**config.mk**
```make
export PLATFORM = sky130hd
export DESIGN_NAME = score_sequencer
export DESIGN_NICKNAME = d
export VERILOG_FILES = /design/src/rtl/score_pkg.sv /design/src/rtl/score_sequencer_bcd_incr.sv /design/src/rtl/score_sequencer.sv
export SDC_FILE = /design/constraint.sdc
export NUM_CORES = 1
export LEC_CHECK = 0
export BUFFER_PORTS_ARGS = -buffer_cell sky130_fd_sc_hd__clkbuf_2
export CAP_MARGIN = 5
export CORE_UTILIZATION = 45
export CTS_BUF_LIST = sky130_fd_sc_hd__clkbuf_4
export DETAILED_ROUTE_END_ITERATION = 8
export PLACE_DENSITY = 0.62
export SLEW_MARGIN = 20
export SYNTH_ARGS = -nofsm -noshare
export SYNTH_HDL_FRONTEND = slang
export SYNTH_SLANG_ARGS = --single-unit
```
**constraint.sdc**
```tcl
create_clock -name clk -period 11.7 [get_ports clk]
set_clock_uncertainty 0.15 [all_clocks]
set_input_delay 3.51 -clock clk [delete_from_list [all_inputs] [get_ports clk]]
set_output_delay 3.51 -clock clk [all_outputs]
set_load 0.02 [all_outputs]
```
**src/rtl/score_pkg.sv**
```systemverilog
// Shared types and helpers for the score sequencer and its BCD incrementer.
// Latency: none (declarations and pure functions only).
// Backpressure: not applicable.
package score_pkg;

    typedef enum logic [1:0] {
        IDLE,
        PLAY,
        ADD,
        CMP
    } state_t;

    localparam logic [3:0] BCD_NINE = 4'd9;

    // Widest score field the comparison helper handles; narrower fields are zero-extended.
    localparam int MAX_DIGITS = 8;
    localparam int BCD_MAX_W  = 4 * MAX_DIGITS;

    // Pending-unit counter width: wide enough that queued goals rarely saturate.
    localparam int PEND_EXTRA_W = 6;

    function automatic int pend_width(input int speed_w);
        return speed_w + PEND_EXTRA_W;
    endfunction

    // Digit-wise BCD greater-than, most significant digit decides first.
    function automatic logic bcd_gt(input logic [BCD_MAX_W-1:0] a,
                                    input logic [BCD_MAX_W-1:0] b);
        logic gt;
        logic decided;
        gt      = 1'b0;
        decided = 1'b0;
        for (int i = MAX_DIGITS - 1; i >= 0; i--) begin
            if (!decided && (a[4*i +: 4] != b[4*i +: 4])) begin
                gt      = (a[4*i +: 4] > b[4*i +: 4]);
                decided = 1'b1;
            end
        end
        return gt;
    endfunction

endpackage

```
**src/rtl/score_sequencer_bcd_incr.sv**
```systemverilog
// Combinational BCD +1 across DIGITS digits with carry-out and all-nines flag.
// Latency: 0 cycles (pure combinational).
// Backpressure: none; result is valid whenever the input is.
module bcd_incr
    import score_pkg::*;
#(
    parameter int DIGITS = 4
) (
    input  logic [4*DIGITS-1:0] val,
    output logic [4*DIGITS-1:0] sum,
    output logic                cout,
    output logic                all_nines
);

    logic carry;

    // Ripple a +1 from digit 0 upward; a nine rolls to zero and passes the carry on.
    always_comb begin
        sum       = '0;
        carry     = 1'b1;
        all_nines = 1'b1;
        for (int i = 0; i < DIGITS; i++) begin
            if (val[4*i +: 4] != BCD_NINE) begin
                all_nines = 1'b0;
            end
            if (carry) begin
                if (val[4*i +: 4] >= BCD_NINE) begin
                    sum[4*i +: 4] = 4'd0;
                end else begin
                    sum[4*i +: 4] = val[4*i +: 4] + 4'd1;
                    carry         = 1'b0;
                end
            end else begin
                sum[4*i +: 4] = val[4*i +: 4];
            end
        end
        cout = carry;
    end

endmodule

```
**src/rtl/score_sequencer.sv**
```systemverilog
// Game score / best-score controller: goal edges add points serially in BCD, one unit per clock.
// Latency: 1 cycle from input edge to state change; N points take N cycles plus one compare cycle.
// Backpressure: none; goals during addition accumulate in a saturating pending counter (SCORE_WRAP_EN: wrap at all nines).
module score_sequencer
    import score_pkg::*;
#(
    parameter int DIGITS  = 4,
    parameter int SPEED_W = 4
) (
    input  logic                 clk,
    input  logic                 rst,
    input  logic                 start,
    input  logic                 goal,
    input  logic                 lose,
    input  logic                 hard,
    input  logic [SPEED_W-1:0]   bar_move_speed,
    output logic [4*DIGITS-1:0]  score_bcd,
    output logic [4*DIGITS-1:0]  max_bcd,
    output logic                 busy,
    output logic                 new_record
);

    // DIGITS must not exceed MAX_DIGITS so the shared comparator covers the field.
    localparam int BCD_W  = 4 * DIGITS;
    localparam int PEND_W = pend_width(SPEED_W);
    localparam int PADD_W = PEND_W + 1;
    localparam int PTS_W  = SPEED_W + 1;

    state_t              state, state_nx;
    logic                goal_q, lose_q, start_q;
    logic                goal_rise, lose_rise, start_fall, abort;
    logic [PTS_W-1:0]    pts;
    logic [PEND_W-1:0]   pending, pending_nx;
    logic [PADD_W-1:0]   pend_add;
    logic [BCD_W-1:0]    score_nx, max_nx;
    logic                rec_nx;
    logic [BCD_W-1:0]    inc_sum;
    logic                inc_cout, inc_all_nines, at_top;
    logic [BCD_MAX_W-1:0] score_ext, max_ext;
    logic                score_gt;

    assign goal_rise  = goal & ~goal_q;
    assign lose_rise  = lose & ~lose_q;
    assign start_fall = ~start & start_q;
    // The level check also catches start low when the falling edge fell inside reset.
    assign abort      = start_fall | ~start;

    assign pts      = hard ? {bar_move_speed, 1'b0} : {1'b0, bar_move_speed};
    // One unit is consumed this cycle while the new goal's points join the queue.
    assign pend_add = {1'b0, pending} - PADD_W'(1) + PADD_W'(pts);

    assign busy = (state == ADD);

    bcd_incr #(
        .DIGITS (DIGITS)
    ) u_incr (
        .val       (score_bcd),
        .sum       (inc_sum),
        .cout      (inc_cout),
        .all_nines (inc_all_nines)
    );

    // For a +1 the carry-out and the all-nines flag coincide.
    assign at_top = inc_cout & inc_all_nines;

    // Zero-extend both fields to the comparator width and compare.
    always_comb begin
        score_ext             = '0;
        max_ext               = '0;
        score_ext[BCD_W-1:0]  = score_bcd;
        max_ext[BCD_W-1:0]    = max_bcd;
        score_gt              = bcd_gt(score_ext, max_ext);
    end

    // Input edge detectors.
    always_ff @(posedge clk) begin
        if (rst) begin
            goal_q  <= 1'b0;
            lose_q  <= 1'b0;
            start_q <= 1'b0;
        end else begin
            goal_q  <= goal;
            lose_q  <= lose;
            start_q <= start;
        end
    end

    // State and datapath registers.
    always_ff @(posedge clk) begin
        if (rst) begin
            state      <= IDLE;
            score_bcd  <= '0;
            max_bcd    <= '0;
            pending    <= '0;
            new_record <= 1'b0;
        end else begin
            state      <= state_nx;
            score_bcd  <= score_nx;
            max_bcd    <= max_nx;
            pending    <= pending_nx;
            new_record <= rec_nx;
        end
    end

    // Next-state logic: lose beats start-drop beats goal; max only moves in CMP.
    always_comb begin
        state_nx   = state;
        score_nx   = score_bcd;
        max_nx     = max_bcd;
        pending_nx = pending;
        rec_nx     = 1'b0;

        if (state == IDLE) begin
            if (start) begin
                state_nx = PLAY;
            end
        end else if (lose_rise) begin
            score_nx   = '0;
            pending_nx = '0;
            state_nx   = start ? PLAY : IDLE;
        end else if (abort) begin
            score_nx   = '0;
            pending_nx = '0;
            state_nx   = IDLE;
        end else begin
            case (state)
                PLAY: begin
                    if (goal_rise && (pts != '0)) begin
                        pending_nx = PEND_W'(pts);
                        state_nx   = ADD;
                    end
                end
                ADD: begin
`ifdef SCORE_WRAP_EN
                    score_nx = at_top ? '0 : inc_sum;
`else
                    if (!at_top) begin
                        score_nx = inc_sum;
                    end
`endif
                    if (goal_rise) begin
                        pending_nx = pend_add[PEND_W] ? '1 : pend_add[PEND_W-1:0];
                    end else begin
                        pending_nx = pending - PEND_W'(1);
                    end
                    if ((pending == PEND_W'(1)) && !(goal_rise && (pts != '0))) begin
                        state_nx = CMP;
                    end
                end
                CMP: begin
                    if (score_gt) begin
                        max_nx = score_bcd;
                        rec_nx = 1'b1;
                    end
                    state_nx = PLAY;
                end
                default: begin
                    state_nx = IDLE;
                end
            endcase
        end
    end

endmodule
```
# Yosys cells after proc, flatten, opt, wreduce, memory -nomap -nowiden
# Cells that the tools add are included.
# totals
wordCells	124
regBits	48
input_bits	10
# op_classes
n_bitwise	12
n_reduce_logical	24
add_sub_neg	7
muxes	45
magnitude_cmp	8
eq_ne	17
# ops
operator	count
$mux W16	4
$mux W10	5
$mux W4	7
$mux W1	20
$ne A4 B4 Y1 const B	5
$pmux W10 S2	1
$add A4 B1 Y4 const B	4
$ge A4 B4 Y1 const B	4
$gt A4 B4 Y1	4
$ne A4 B4 Y1	4
$mux W2	6
$reduce_and A4 Y1	3
$reduce_bool A3 Y1	4
$add A11 B5 Y11	1
$sub A10 B1 Y11 const B	1
$eq A10 B1 Y1 const B	1
$sub A10 B1 Y10 const B	1
$reduce_and A3 Y1	3
$not A1 Y1	7
$pmux W2 S3	1
$logic_and A1 B1 Y1	5
$mux W5	1
$ne A5 B1 Y1 const B	1
$ne A5 B5 Y1 const B	1
12 further kinds	19

# Logic depth before layout (Yosys ltp)
# logic_depth
word_depth	12
mapped_depth	12
mapped_depth_nobuf	11

# By module
# A second synthesis with hierarchy kept.
# hier_totals
cells_unflattened	452
area_unflattened_um2	3848.7
# modules_own_cells
module	area_per_inst_um2	cells_per_inst	seq_area_each_um2	n_inst
score_sequencer	3308.2	381	940.9	1
bcd_incr	540.5	71	0.0	1

# Least setup slack after synthesis
# No wires, ideal clock.
# synth_path
kind	input to register
startpoint	input hard
endpoint	register pending[0]
arrival_time_ps	5981
n_path_buf	1
setup_slack_ps	5447
setup_time_ps	122
stages	11
cell_sequence	clkbuf_1 mux2i_1 ha_1 inv_1 ha_1 a21oi_2 o2111ai_2 a211oi_2 mux2i_4 a21oi_1 a221o_1
# synth_via
elab_chain_len	7
# synth_rtl
element	line	rtl
start: declaration	score_sequencer.sv:15	input logic hard,
$mux W5 (*)	score_sequencer.sv:48	assign pts = hard ? {bar_move_speed, 1'b0} : {1'b0, bar_move_speed};
$add A11 B5 Y11	score_sequencer.sv:50	assign pend_add = {1'b0, pending} - PADD_W'(1) + PADD_W'(pts);
$mux W10	score_sequencer.sv:142	pending_nx = pend_add[PEND_W] ? '1 : pend_add[PEND_W-1:0];
$mux W10	score_sequencer.sv:141	if (goal_rise) begin
$pmux W10 S2	score_sequencer.sv:126	case (state)
$mux W10	score_sequencer.sv:121	end else if (abort) begin
$mux W10	score_sequencer.sv:117	end else if (lose_rise) begin
end signal: assignment	score_sequencer.sv:100	pending <= pending_nx;
end: declaration	score_sequencer.sv:33	logic [PEND_W-1:0] pending, pending_nx;
# Every way passes the cells marked *; elsewhere a longest branch is shown, timed or not. The select of a mux whose other input is x is not followed.
# A chain may end at the register's enable or synchronous reset.

# Final worst setup path
# Ends and elaborated chain as after synthesis.

==> run metrics <==
antenna-violating nets left=0; nature of the critical path endpoint=register; DR iter-0 viols=230; crit path cell chain=clkbuf_2 > mux2i_1 > ha_1 > inv_1 > ha_1 > a21oi_2 > o2111ai_2 > a211oi_2 > mux2i_4 > a21oi_1 > a221o_1; drt drc=0; Slew @ Worst Pin=0.8894 ns; final setup TNS=0 ns; CTS H-Tree Depth=2; Final setup viols=0; utilization after layout=49.48%; vias in the first global route=3336; Reg2Reg Depth=10; Peak Freq=164.5 MHz; critical path's most frequent cell=ha_1; Core ar.=8678 um2; WP data required=11.81 ns; CTS Sinks=47; I/O pin total=44; hold depth=1; register area share after synthesis=23.43%; Final HPWL DP=7397 um; Crit-path slowest cell=mux2i_4; r2r setup slk=8.62 ns; Die Wd=96.48 um; slew margin rel.=40.43%; Distinct cells, synth=67; Worst Hold End=pending[9]$_SDFFE_PP0P_; clock-pin slew on the worst setup and hold paths=0.14 ns; P&R area growth vs syn=6.916%; dominant cell type by area after synthesis=dfxtp_1; family with the most delay on the worst path=compound AO/OA/AOI/OAI gates; layout cells sized above 1=13.51%; DIE HEIGHT=96.48 um; Post-CTS Setup Bufs=0; first-pass GRT wire length=16590 um; Clock Path Buffers=2; input/output buffers=43; Synth Register Bits=47; RSZ-0062 raised after global routing=no; row count=34; Post-synth EDFFs=0; cell count after synthesis=491; routed wire length=10420 um; Tmin final=6.079 ns; Root Buffer=clkbuf_4; status=complete, no violations; Worst setup SP type=input pin; Final period util=51.96%; Synth top area share=23.43%; Die ar.=9307 um2; post-DR wirelength/cell=16.64 um; clock latency on the worst-skew pair=0.36 ns; Hold Crit Class=reg2reg; Synthesized Nets=554; Crit Path Max Fanout=10; Reg2Reg Launch Point=pending[2]$_SDFFE_PP0P_; GPL Wtd Cong=0.8223; Yosys warning total=0; Min Hold Slack=0.3549 ns; CTS Buf Count=5; fraction of registers with async set/reset=0%; vias per cell=5.971; min-delay src=pending[9]$_SDFFE_PP0P_; Power Density=81.63 nW/um2; max-capacitance violation count=0; static leakage=0.001795 uW; Overall Power=350.5 uW; Initial Util=46.28%; Worst VDD drop=0.00003959 V; nets=580; Hold-fix buffers, CTS=0; antenna cell count=0; Final Hold Viols=0; drt first pass iters=5; slowest stage delay, CP=0.47 ns; CTS-repair resized insts=0; Area contributors post-synth=dfxtp_1 23%, ha_1 16%, inv_1 4.7%; GRT Residual Overflow=0; Vias=3738; worst path buffer plus inverter count=2; Mean Syn Cell Area=8.180 um2; Synth Cell Area=4016 um2; largest net degree at the start of global routing=35; Crit Path Category=in2reg; Max Transition Viols Final=0; Primary FF master, synth=dfxtp_1; CP arrival=6.19 ns; RR Endpoint=pending[0]$_SDFFE_PP0P_; antenna violations before repair=0; total track usage=22.61%; CTS tree=built
-- registers in the layout (all words and copies together), names as in the netlist --
name        cells
state           2
new_record      1
max_bcd        16
score_bcd      16
pending        10
lose_q          1
goal_q          1
-- cell usage in the layout (no fill, tap or decap), types with 6 or more instances in the layout --
master / instances
o2111ai_1: 18
nand2b_1: 7
clkbuf_4: 6
a21oi_1: 33
o311ai_1: 11
clkbuf_2: 43
dfxtp_1: 47
ha_1: 52
nand4_1: 6
inv_1: 50
nor3_1: 10
xnor2_1: 17
nor2_1: 32
and2_1: 6
nand3_1: 9
a21o_1: 9
nand2_1: 34
o21a_1: 6
nor2b_1: 16
o21ai_0: 6
a31oi_1: 19
-- worst reg2reg max path, stage by stage, from the launching register on --
cell,delay (ns)
dfxtp_1,0.46
inv_1,0.11
ha_1,0.29
inv_1,0.06
ha_1,0.30
a21oi_2,0.21
o2111ai_2,0.18
a211oi_2,0.34
mux2i_4,0.47
a21oi_1,0.14
a221o_1,0.26
-- worst max path at each step --
stage	slack (ns)	cells past startpoint	startpoint	end
2_1_floorplan	5.45	11	hard	pending[0]$_SDFFE_PP0P_
3_3_place_gp	5.33	11	hard	pending[0]$_SDFFE_PP0P_
3_5_place_dp	5.25	11	hard	pending[0]$_SDFFE_PP0P_
4_1_cts	5.66	11	hard	pending[0]$_SDFFE_PP0P_
5_1_grt	5.48	11	hard	pending[0]$_SDFFE_PP0P_
6_report	5.62	11	hard	pending[0]$_SDFFE_PP0P_
-- per-layer routing --
layer | share of wire, % | vias to the layer above | global-route usage, %
li1 | - | 1856 | -
met1 | 50 | 1797 | 32.84
met2 | 45 | 76 | 35.21
met3 | 3.5 | 9 | 3.130
met4 | 0.86 | 0 | 5.025
met5 | 0 | - | 0
-- report_power, final --
group / switching (uW) / internal [uW]
clock network: 54.4 / 24.8
logic: 69.7 / 34.2
registers: 4.27 / 163
-- Yosys cell counts (4+ instances only) --
master     count
clkbuf_1      16
a31oi_1       19
nor2_1        32
and2_1         7
nor2b_1       16
a21o_1         9
a41oi_1        4
o2111ai_1     18
inv_1         50
nand2b_1       7
nor4_1         4
a221oi_1       4
nand3_1        9
o21a_1         6
nand4_1        6
o211ai_1       4
ha_1          52
xnor2_1       17
nor3_1        10
o21ai_0        6
dfxtp_1       47
buf_6          5
a21oi_1       33
o311ai_0       5
o311ai_1      11
nand2_1       34
-- final cells by class --
cell class	count	area (um2)
clock buffer	6	45.04
clock inverter	2	7.507
fill	886	4384
inverter	51	191.4
multi-input combinational	368	2751
sequential	47	940.9
tap	108	135.1
timing repair buffer	44	222.7
-- per-stage QoR --
stage	cell area, um2	setup slack, ns	std cells
after floorplan	4016	5.447	491
after global routing	4294	5.479	626
final	4294	5.621	626
after CTS	4287	5.664	626
after detailed placement	4234	5.249	618
after global placement	4234	5.330	618
-- cell families after synthesis --
group,Yosys count,share of synthesized area [%]
AO/OA/AOI/OAI,146,26.88
AND/OR/NAND/NOR,143,18.41
buffers and inverters,76,8.349
adder cells (fa/ha/maj),53,16.70
flip-flops,47,23.43
XOR/XNOR,20,4.361
multiplexers,6,1.869
No activity file was read; power rests on OpenSTA's default activity.
